## src/rtl/conv_out_packer.sv

```systemverilog
// Packs the serial activation stream from conv_kern into 128-bit line-BRAM words.
// Optional ReLU on non-final layers is enabled by defining CONV_OUT_RELU_EN.
module conv_out_packer #(
   parameter int ACT_BITS           = 8,
   parameter int PACK_NUM           = 16,
   parameter int W_DATA_W           = ACT_BITS * PACK_NUM,
   parameter int MAX_IFM_LINE_DEPTH = 8,
   parameter int CNT_BITS           = 18
) (
   input  logic                          clk,
   input  logic                          rstn,
   input  logic                          start,
   input  logic [CNT_BITS-1:0]           num_act,
   input  logic [MAX_IFM_LINE_DEPTH-1:0] base_addr,
   input  logic                          is_last_layer,
   input  logic                          vld_i,
   input  logic [ACT_BITS-1:0]           act_i,
   output logic                          w_en,
   output logic [MAX_IFM_LINE_DEPTH-1:0] w_addr,
   output logic [W_DATA_W-1:0]           w_data,
   output logic                          busy,
   output logic                          done,
   output logic                          drop_err
);

   localparam int LANE_W = $clog2(PACK_NUM);

   localparam logic [1:0] S_IDLE    = 2'd0;
   localparam logic [1:0] S_COLLECT = 2'd1;
   localparam logic [1:0] S_FLUSH   = 2'd2;
   localparam logic [1:0] S_DONE    = 2'd3;

   logic [1:0]                    state;
   logic [CNT_BITS-1:0]           num_q;
   logic [CNT_BITS-1:0]           taken;
   logic [CNT_BITS-1:0]           taken_nxt;
   logic [MAX_IFM_LINE_DEPTH-1:0] base_q;
   logic [MAX_IFM_LINE_DEPTH-1:0] word_idx;
   logic [LANE_W-1:0]             lane;
   logic [W_DATA_W-1:0]           lane_buf;
   logic [W_DATA_W-1:0]           buf_ins;
   logic [ACT_BITS-1:0]           act_st;
   logic                          accept;
   logic                          last_act;
   logic                          lane_full;

`ifdef CONV_OUT_RELU_EN
   logic last_layer_q;

   function automatic logic [ACT_BITS-1:0] relu_fn(input logic signed [ACT_BITS-1:0] a,
                                                   input logic                       pass);
      if (!pass && (a < 0))
         return '0;
      return a;
   endfunction

   assign act_st = relu_fn(act_i, last_layer_q);

   always_ff @(posedge clk or negedge rstn) begin
      if (!rstn)
         last_layer_q <= 1'b0;
      else if ((state == S_IDLE) && start)
         last_layer_q <= is_last_layer;
   end
`else
   logic unused_last_layer;

   assign unused_last_layer = is_last_layer;
   assign act_st            = act_i;
`endif

   assign accept    = (state == S_COLLECT) && vld_i && (taken != num_q);
   assign taken_nxt = taken + CNT_BITS'(1);
   assign last_act  = (taken_nxt == num_q);
   assign lane_full = (lane == LANE_W'(PACK_NUM - 1));

   always_comb begin
      buf_ins = lane_buf;
      buf_ins[lane*ACT_BITS +: ACT_BITS] = act_st;
   end

   // Accept stage: lane insert; completed words move to the separate output register
   always_ff @(posedge clk or negedge rstn) begin
      if (!rstn) begin
         state    <= S_IDLE;
         num_q    <= '0;
         base_q   <= '0;
         taken    <= '0;
         word_idx <= '0;
         lane     <= '0;
         lane_buf <= '0;
         w_en     <= 1'b0;
         w_addr   <= '0;
         w_data   <= '0;
         busy     <= 1'b0;
         done     <= 1'b0;
         drop_err <= 1'b0;
      end else begin
         w_en <= 1'b0;
         done <= 1'b0;
         if (vld_i && !accept)
            drop_err <= 1'b1;

         case (state)
            S_IDLE: begin
               if (start) begin
                  state    <= S_COLLECT;
                  num_q    <= num_act;
                  base_q   <= base_addr;
                  taken    <= '0;
                  word_idx <= '0;
                  lane     <= '0;
                  lane_buf <= '0;
                  busy     <= 1'b1;
                  drop_err <= vld_i;
               end
            end
            S_COLLECT: begin
               if (accept) begin
                  taken <= taken_nxt;
                  if (lane_full || last_act) begin
                     w_en     <= 1'b1;
                     w_data   <= buf_ins;
                     w_addr   <= base_q + word_idx;
                     word_idx <= word_idx + MAX_IFM_LINE_DEPTH'(1);
                     lane     <= '0;
                     lane_buf <= '0;
                     if (!lane_full)
                        state <= S_FLUSH;
                  end else begin
                     lane     <= lane + LANE_W'(1);
                     lane_buf <= buf_ins;
                  end
               end else if (taken == num_q) begin
                  // Full last word (or empty layer): its write already went out last cycle
                  state <= S_DONE;
                  done  <= 1'b1;
                  busy  <= 1'b0;
               end
            end
            S_FLUSH: begin
               state <= S_DONE;
               done  <= 1'b1;
               busy  <= 1'b0;
            end
            S_DONE: begin
               state <= S_IDLE;
            end
            default: begin
               state <= S_IDLE;
            end
         endcase
      end
   end

endmodule

```

## config.mk

```make
export PLATFORM = sky130hd
export DESIGN_NAME = conv_out_packer
export DESIGN_NICKNAME = d
export VERILOG_FILES = /design/src/rtl/conv_out_packer.sv
export SDC_FILE = /design/constraint.sdc
export NUM_CORES = 1
export LEC_CHECK = 0
export ABC_AREA = 0
export BUFFER_PORTS_ARGS = -buffer_cell sky130_fd_sc_hd__buf_2
export CAP_MARGIN = 20
export CORE_MARGIN = 8
export CORE_UTILIZATION = 45
export CTS_BUF_LIST = sky130_fd_sc_hd__clkbuf_4 sky130_fd_sc_hd__clkbuf_8 sky130_fd_sc_hd__clkbuf_16
export CTS_CLUSTER_DIAMETER = 80
export CTS_CLUSTER_SIZE = 14
export DETAILED_ROUTE_END_ITERATION = 12
export PLACE_DENSITY = 0.7
export SLEW_MARGIN = 20
export SYNTH_ARGS = -nofsm -noshare
export SYNTH_HDL_FRONTEND = slang
export SYNTH_SLANG_ARGS = --single-unit
export TNS_END_PERCENT = 30
```

## constraint.sdc

```tcl
create_clock -name clk -period 3.1 [get_ports clk]
set_input_delay 0.31 -clock clk [delete_from_list [all_inputs] [get_ports clk]]
set_output_delay 0.31 -clock clk [all_outputs]
set_load 0.005 [all_outputs]
```

==> results.toml, run 1 <==
[sta]
whs_ns = 0.07203
min_period_over_period = 1.087
fin_ws_ns = -0.2688
maxSlewHeadroom = 0.4360
finalMaxSlewViolations = 0
finClkSkew_ns = 0.01862
rsz0062_at_grt = "true"
finalSetupViolCount = 252
worst_slew_pin_slew_ns = 0.8460
period_needed_ns = 3.369
fmax_ghz = 0.2968
hold_viol_final = 0

[cts]
clk_pin_slew_ns = 0.07
cts_sinks = 326
cts_tree = "built"
clock_latency_ns = 0.57
cts_made_buffers = 27
cts_root_buffer = "clkbuf_16"
htree_levels = 1
cts_max_path_buffers = 3

[synth]
synthArstFlopShare = 1.000
yosys-top-cells-area = "dfrtp_1, mux2_4, a22o_1"
synth_top_cell_by_area = "dfrtp_1"
seq_area_frac_synth = 0.5142
synth_area_per_cell_um2 = 11.75
synth-edff-count = 0
synthCells = 1350
ys_seq_elements = 326
syn-num-nets = 1408
syn_area_um2 = 15870
yosys_warnings = 0
ys_types = 66
synthFlopType = "dfrtp_1"
synth_top_area_frac = 0.5142

[floorplanning]
ios = 179
core_area_um2 = 34630
rows = 68
start_util = 0.4582
die_h_um = 203.8
dieArea_um2 = 41520
chipWidth_um = 203.8

[outcome]
violations = "negative setup slack"
outcome = "finished with violations"

[drt]
drt-vias-per-instance = 5.613
drt.antenna.violating_nets = 0
dr_total_vias = 11602
avgRoutedWirePerCell_um = 20.35
wl_mm = 42.07
firstDrtPassIters = 5
drt_iter0_drc = 712
drc = 0

[placement]
place_ws_ns = -0.2811
place_hpwl_mm = 28.67
gp_congestion = 0.8848
place.port_buffers = 177
placed_cell_area_um2 = 17670

[global_routing]
grt_pass1_wl_mm = 66.41
antenna_found_initial = 0
grt_pass1_vias = 11979
grt_max_degree = 114
overflow = 0
track_usage = 0.1951

[cells_and_area]
syn_to_final_growth_pct = 21.92
fin_util = 0.5586
fill_cells = 2875
final_nets = 1666
drive_above_1_share = 0.3220
design_area_um2 = 19340
antenna_cells = 0

[min_path]
hold_path.class = "in -> reg"

[worst_setup_path]
crit_fanout = 8
start_kind = "flip-flop"
endpoint_kind = "flip-flop"
cp.required_ns = 3.54
criticalPathCategory = "reg -> reg"
critPathArrivalTime_ns = 3.81

[power]
power_density_nw_per_um2 = 790.6
irDropWorstVdd_mv = 0.5391
p_leak_nw = 9.460

[flow_run]
max_cap_violations = 0
==> worst max-delay path, cell delays in order, from the launching register on <==
cell and delay [ns]:
dfrtp_1 0.36, ha_2 0.21, nand4_4 0.09, or3_4 0.35, mux2i_1 0.13, or3_1 0.37
or4_4 0.54, o21ai_2 0.12, nor3b_4 0.22, buf_6 0.16, clkbuf_16 0.21, clkbuf_16 0.18
mux2_4 0.30
==> sequential cells by signal, indices dropped and copies added, names as in the netlist, 2 cells and up <==
name and cells:
w_data 128, word_idx 8, state 2, taken 18, base_q 8, lane_buf 128, w_addr 8, lane 4
num_q 18
==> per-layer routing <==
metal | up-vias | part of all wire | wire (um) | track usage
met5 | - | 0 | 0 | 0
met1 | 5729 | 0.44 | 18540 | 0.2647
li1 | 5445 | - | - | -
met2 | 360 | 0.47 | 19600 | 0.3155
met3 | 68 | 0.064 | 2711 | 0.03713
met4 | 0 | 0.029 | 1223 | 0.05517
==> Yosys cell counts (6+ instances only) <==
library cell / n
mux2_4: 90
ha_1: 18
or3_1: 15
dfrtp_1: 326
nand3_1: 29
xnor2_1: 19
nand2b_1: 10
nor3_1: 13
mux2i_1: 7
a21o_1: 26
nor2_1: 50
and3_1: 10
o21ai_0: 98
nand4_1: 6
buf_12: 11
mux2_1: 35
xor2_1: 13
buf_2: 10
buf_1: 6
clkbuf_1: 46
nand2_1: 157
o2bb2ai_1: 57
a21oi_1: 14
inv_1: 27
o31ai_1: 17
nor4_1: 6
a22o_1: 114
o21ai_1: 7
mux2_2: 39
==> power by group <==
group / switching (mW) / internal [mW]
clock network: 1.51 / 1.71
registers: 0.776 / 5.42
logic: 3.02 / 2.86
total: 5.30 / 9.99
==> cells in the final DEF (no fill, tap or decap), types with 8 or more instances in the layout <==
| cell | n |
|---|---|
| or3_1 | 14 |
| xor2_1 | 13 |
| a21o_4 | 11 |
| mux2_4 | 119 |
| buf_2 | 176 |
| o31ai_1 | 17 |
| xnor2_1 | 18 |
| o2bb2ai_1 | 57 |
| inv_1 | 27 |
| dlygate4sd3_1 | 27 |
| nand2_1 | 157 |
| nand2b_1 | 10 |
| mux2_2 | 37 |
| ha_1 | 17 |
| buf_4 | 76 |
| nor2_1 | 48 |
| nor3_1 | 12 |
| mux2_1 | 8 |
| nand3_1 | 23 |
| dfrtp_1 | 326 |
| a22o_1 | 114 |
| buf_12 | 11 |
| a21o_1 | 18 |
| clkbuf_16 | 35 |
| a21oi_1 | 13 |
| o21ai_0 | 96 |
| and3_1 | 9 |
==> final timing paths <==
check / from / endpoint / slack, ns / cells past startpoint
max reg2reg: taken[0]$_DFFE_PN0P_ / w_data[108]$_DFFE_PN0P_ / -0.27 / 12
min: vld_i / drop_err$_DFF_PN0_ / 0.07 / 3
min in group asynchronous: rstn / w_data[64]$_DFFE_PN0P_ / 0.30 / 2
max: taken[0]$_DFFE_PN0P_ / w_data[108]$_DFFE_PN0P_ / -0.27 / 12
max in group asynchronous: rstn / w_data[104]$_DFFE_PN0P_ / 1.80 / 3
min reg2reg: drop_err$_DFF_PN0_ / drop_err$_DFF_PN0_ / 0.48 / 2
==> repair_timing <==
item | 4_1_cts | 5_1_grt
endpoints found under the hold margin | 89 | 0
setup buffers | 4 | 4
cloned | 1 | 9
setup endpoints to repair | 266 | 277
gates resized for setup | 27 | 56
pin swaps | 2 | 5
hold buffers | 27 | 0
==> per-stage QoR <==
step | power, mW | instances | TNS, ns
floorplan | 9.669 | 1350 | -30.13
global placement | 11.59 | 1990 | -40.88
detailed placement | 11.74 | 1990 | -51.42
CTS | 15.17 | 2055 | -36.62
global route | 16.21 | 2067 | -65.30
finish | 15.29 | 2067 | -38.51
==> cells by family (layout without fill, tap and decap cells) <==
group | after synthesis | count (layout) | share of synthesized area
AOI/OAI and AO/OA | 364 | 364 | 0.1696
xor gates and xnor gates | 33 | 33 | 0.01916
adders and majority gates | 19 | 19 | 0.01546
buffers and inverters | 110 | 372 | 0.04180
DFF | 326 | 326 | 0.5142
muxes | 171 | 171 | 0.1421
and+or+nand+nor | 327 | 327 | 0.09763
==> layout make-up <==
class                   count  area (um2)  share of cell area
flip-flops and latches    326        8158              0.4218
clock inverters             2       50.05            0.002587
well taps                 455       569.3             0.02943
multi-input cells         914        7337              0.3793
repair buffers            312        2409              0.1245
clock buffers              31       718.2             0.03713
inverters                  27       101.3            0.005240
(Power assumes the default switching activity.)
==> run 2: changes to the inputs <==
- CORE_MARGIN: 8 -> 2
- HOLD_SLACK_MARGIN: not set -> 0.03
==> run 2 against run 1 <==
The flow still finishes with violations (negative setup slack); via count is 2.6% higher; register-to-register slack better by 0.06 ns; die area is 11% lower; critical endpoint is now w_data[93]$_DFFE_PN0P_; flip-flop and latch count unchanged; critical path type unchanged; clock skew rose by 0.0055 ns; non-clock buffer count is 1 lower; worst setup slack better by 0.057 ns; sequential share of layout area is 0.27 points lower; core utilization is 0.38 points higher; largest power group unchanged; cell area increased by 0.68%; critical path depth did not move; largest cell class unchanged; total power up 1.5%.
==> results.toml, run 2 (synthesized netlist as in run 1, its figures left out) <==
[cts]
cts_max_path_buffers = 3
cts_tree = "built"
clock_latency_ns = 0.57
htree_levels = 1
cts_root_buffer = "clkbuf_16"
clk_pin_slew_ns = 0.07
cts_sinks = 326
cts_made_buffers = 28

[sta]
min_period_over_period = 1.068
fmax_ghz = 0.3020
period_needed_ns = 3.311
hold_viol_final = 0
fin_ws_ns = -0.2114
finalSetupViolCount = 211
worst_slew_pin_slew_ns = 0.7271
rsz0062_at_grt = "true"
finalMaxSlewViolations = 0
finClkSkew_ns = 0.02409
maxSlewHeadroom = 0.5142
whs_ns = 0.1509

[floorplanning]
die_h_um = 191.8
rows = 68
dieArea_um2 = 36770
core_area_um2 = 34630
start_util = 0.4582
ios = 179
chipWidth_um = 191.8

[worst_setup_path]
rr_startpoint = "taken[0]$_DFFE_PN0P_"
cp.required_ns = 3.55
criticalPathCategory = "reg -> reg"
reg2reg_slack_ns = -0.21
crit_fanout = 7
endpoint_kind = "flip-flop"
timing.rr.end = "w_data[93]$_DFFE_PN0P_"
start_kind = "flip-flop"
reg2regPathDepth = 12
critPathArrivalTime_ns = 3.76

[min_path]
whs_path_depth = 2
hold-path-endpoint = "lane_buf[7]$_DFFE_PN0P_"
min_from = "act_i[7]"
hold_path.class = "in -> reg"

[cells_and_area]
syn_to_final_growth_pct = 22.74
regArea_um2 = 8160
design_area_um2 = 19470
fill_cells = 2891
multi_input_area_um2 = 7446
top_regs = "lane_buf (128), w_data (128)"
final_nets = 1666
fin_util = 0.5624
layout_commonest_cell = "dfrtp_1"
fin_cells = 2067
final_cell_mix = "dfrtp_1, buf_2, nand2_1"
drive_above_1_share = 0.3290

[global_routing]
grt_pass1_vias = 11395
overflow = 0
antenna_found_initial = 0
grt_max_degree = 117
track_usage = 0.2169
grt_pass1_wl_mm = 63.56

[placement]
gp_congestion = 0.8713
dp_cells = 1991
placed_cell_area_um2 = 17690
place.port_buffers = 177
place_hpwl_mm = 27.82

[outcome]
outcome = "finished with violations"
violations = "negative setup slack"

[drt]
drc = 0
avgRoutedWirePerCell_um = 19.94
drt_iter0_drc = 1021
wl_mm = 41.22
drt-vias-per-instance = 5.759
dr_total_vias = 11904
firstDrtPassIters = 5
drt.antenna.violating_nets = 0

[power]
power_density_nw_per_um2 = 796.7
p_leak_nw = 9.483
irDropWorstVdd_mv = 0.7131

[flow_run]
max_cap_violations = 0
-- run 2: changes by cell type in the layout (fill, tap and decap cells not counted), moves of 3 or more --
cell	change
buf_16	-4
nand3_2	-3
or3_4	+3
buf_4	-5
nand3_4	+3
buf_12	+3
or3_1	-3
-- run 2: layout make-up --
class / count / area share
Clock buffer: 28 / 0.03598
Timing Repair Buffer: 311 / 0.1224
Inverter: 27 / 0.005204
Clock inverter: 5 / 0.005654
Sequential cell: 326 / 0.4190
Multi-Input combinational cell: 914 / 0.3824
Antenna cell: 1 / 0.0001285
Tap cell: 455 / 0.02923
-- run 2: metal layers --
layer / wire [um] / GRT usage
met5: 0 / 0
met4: 1092 / 0.04911
met3: 2382 / 0.03015
met2: 19510 / 0.3556
met1: 18230 / 0.3061
-- run 2: repair_timing --
| action | 4_1_cts | 5_1_grt |
|---|---|---|
| pin swaps | 4 | 3 |
| endpoints found under the setup margin | 267 | 283 |
| gates resized for setup | 40 | 52 |
| gates cloned | 1 | 8 |
| hold endpoints to repair | 80 | 0 |
| hold buffers | 28 | 0 |
| buffers inserted | 3 | 2 |
-- run 2: report_power, final --
group / internal, mW / switching (mW) / total, mW / leakage [nW]
registers: 5.42 / 0.788 / 6.21 / 4.41
logic: 2.92 / 3.03 / 5.95 / 4.68
clock network: 1.79 / 1.57 / 3.35 / 0.395
total: 10.1 / 5.39 / 15.5 / 9.48
-- run 2: worst max path at each step --
| stage | end | start | depth (start not counted) | slack, ns |
|---|---|---|---|---|
| after floorplan | w_addr[7]$_DFFE_PN0P_ | taken[1]$_DFFE_PN0P_ | 13 | -0.20 |
| after global placement | w_data[84]$_DFFE_PN0P_ | taken[1]$_DFFE_PN0P_ | 12 | -0.23 |
| after detailed placement | lane_buf[6]$_DFFE_PN0P_ | taken[5]$_DFFE_PN0P_ | 12 | -0.34 |
| after CTS | w_data[3]$_DFFE_PN0P_ | taken[0]$_DFFE_PN0P_ | 12 | -0.19 |
| after global routing | w_data[93]$_DFFE_PN0P_ | taken[0]$_DFFE_PN0P_ | 12 | -0.40 |
| final | w_data[93]$_DFFE_PN0P_ | taken[0]$_DFFE_PN0P_ | 12 | -0.21 |
-- run 2: per-stage QoR --
stage                     setup slack, ns  TNS [ns]  power [mW]
after floorplan                   -0.2016    -30.13       9.669
after detailed placement          -0.3421    -53.49       11.73
after global placement            -0.2348    -41.77       11.56
after global routing              -0.3961    -71.23       16.41
final                             -0.2114    -28.79       15.51
after CTS                         -0.1866    -28.21       15.32
-- run 2: worst max-delay path, cell delays in order (launching register included) --
cell	delay (ns)
dfrtp_1	0.40
ha_4	0.17
nand4_4	0.08
or3_4	0.35
mux2i_1	0.13
or3_1	0.34
or4_4	0.54
o21ai_2	0.13
nor3b_4	0.23
buf_6	0.19
buf_12	0.18
clkbuf_16	0.17
mux2_4	0.30
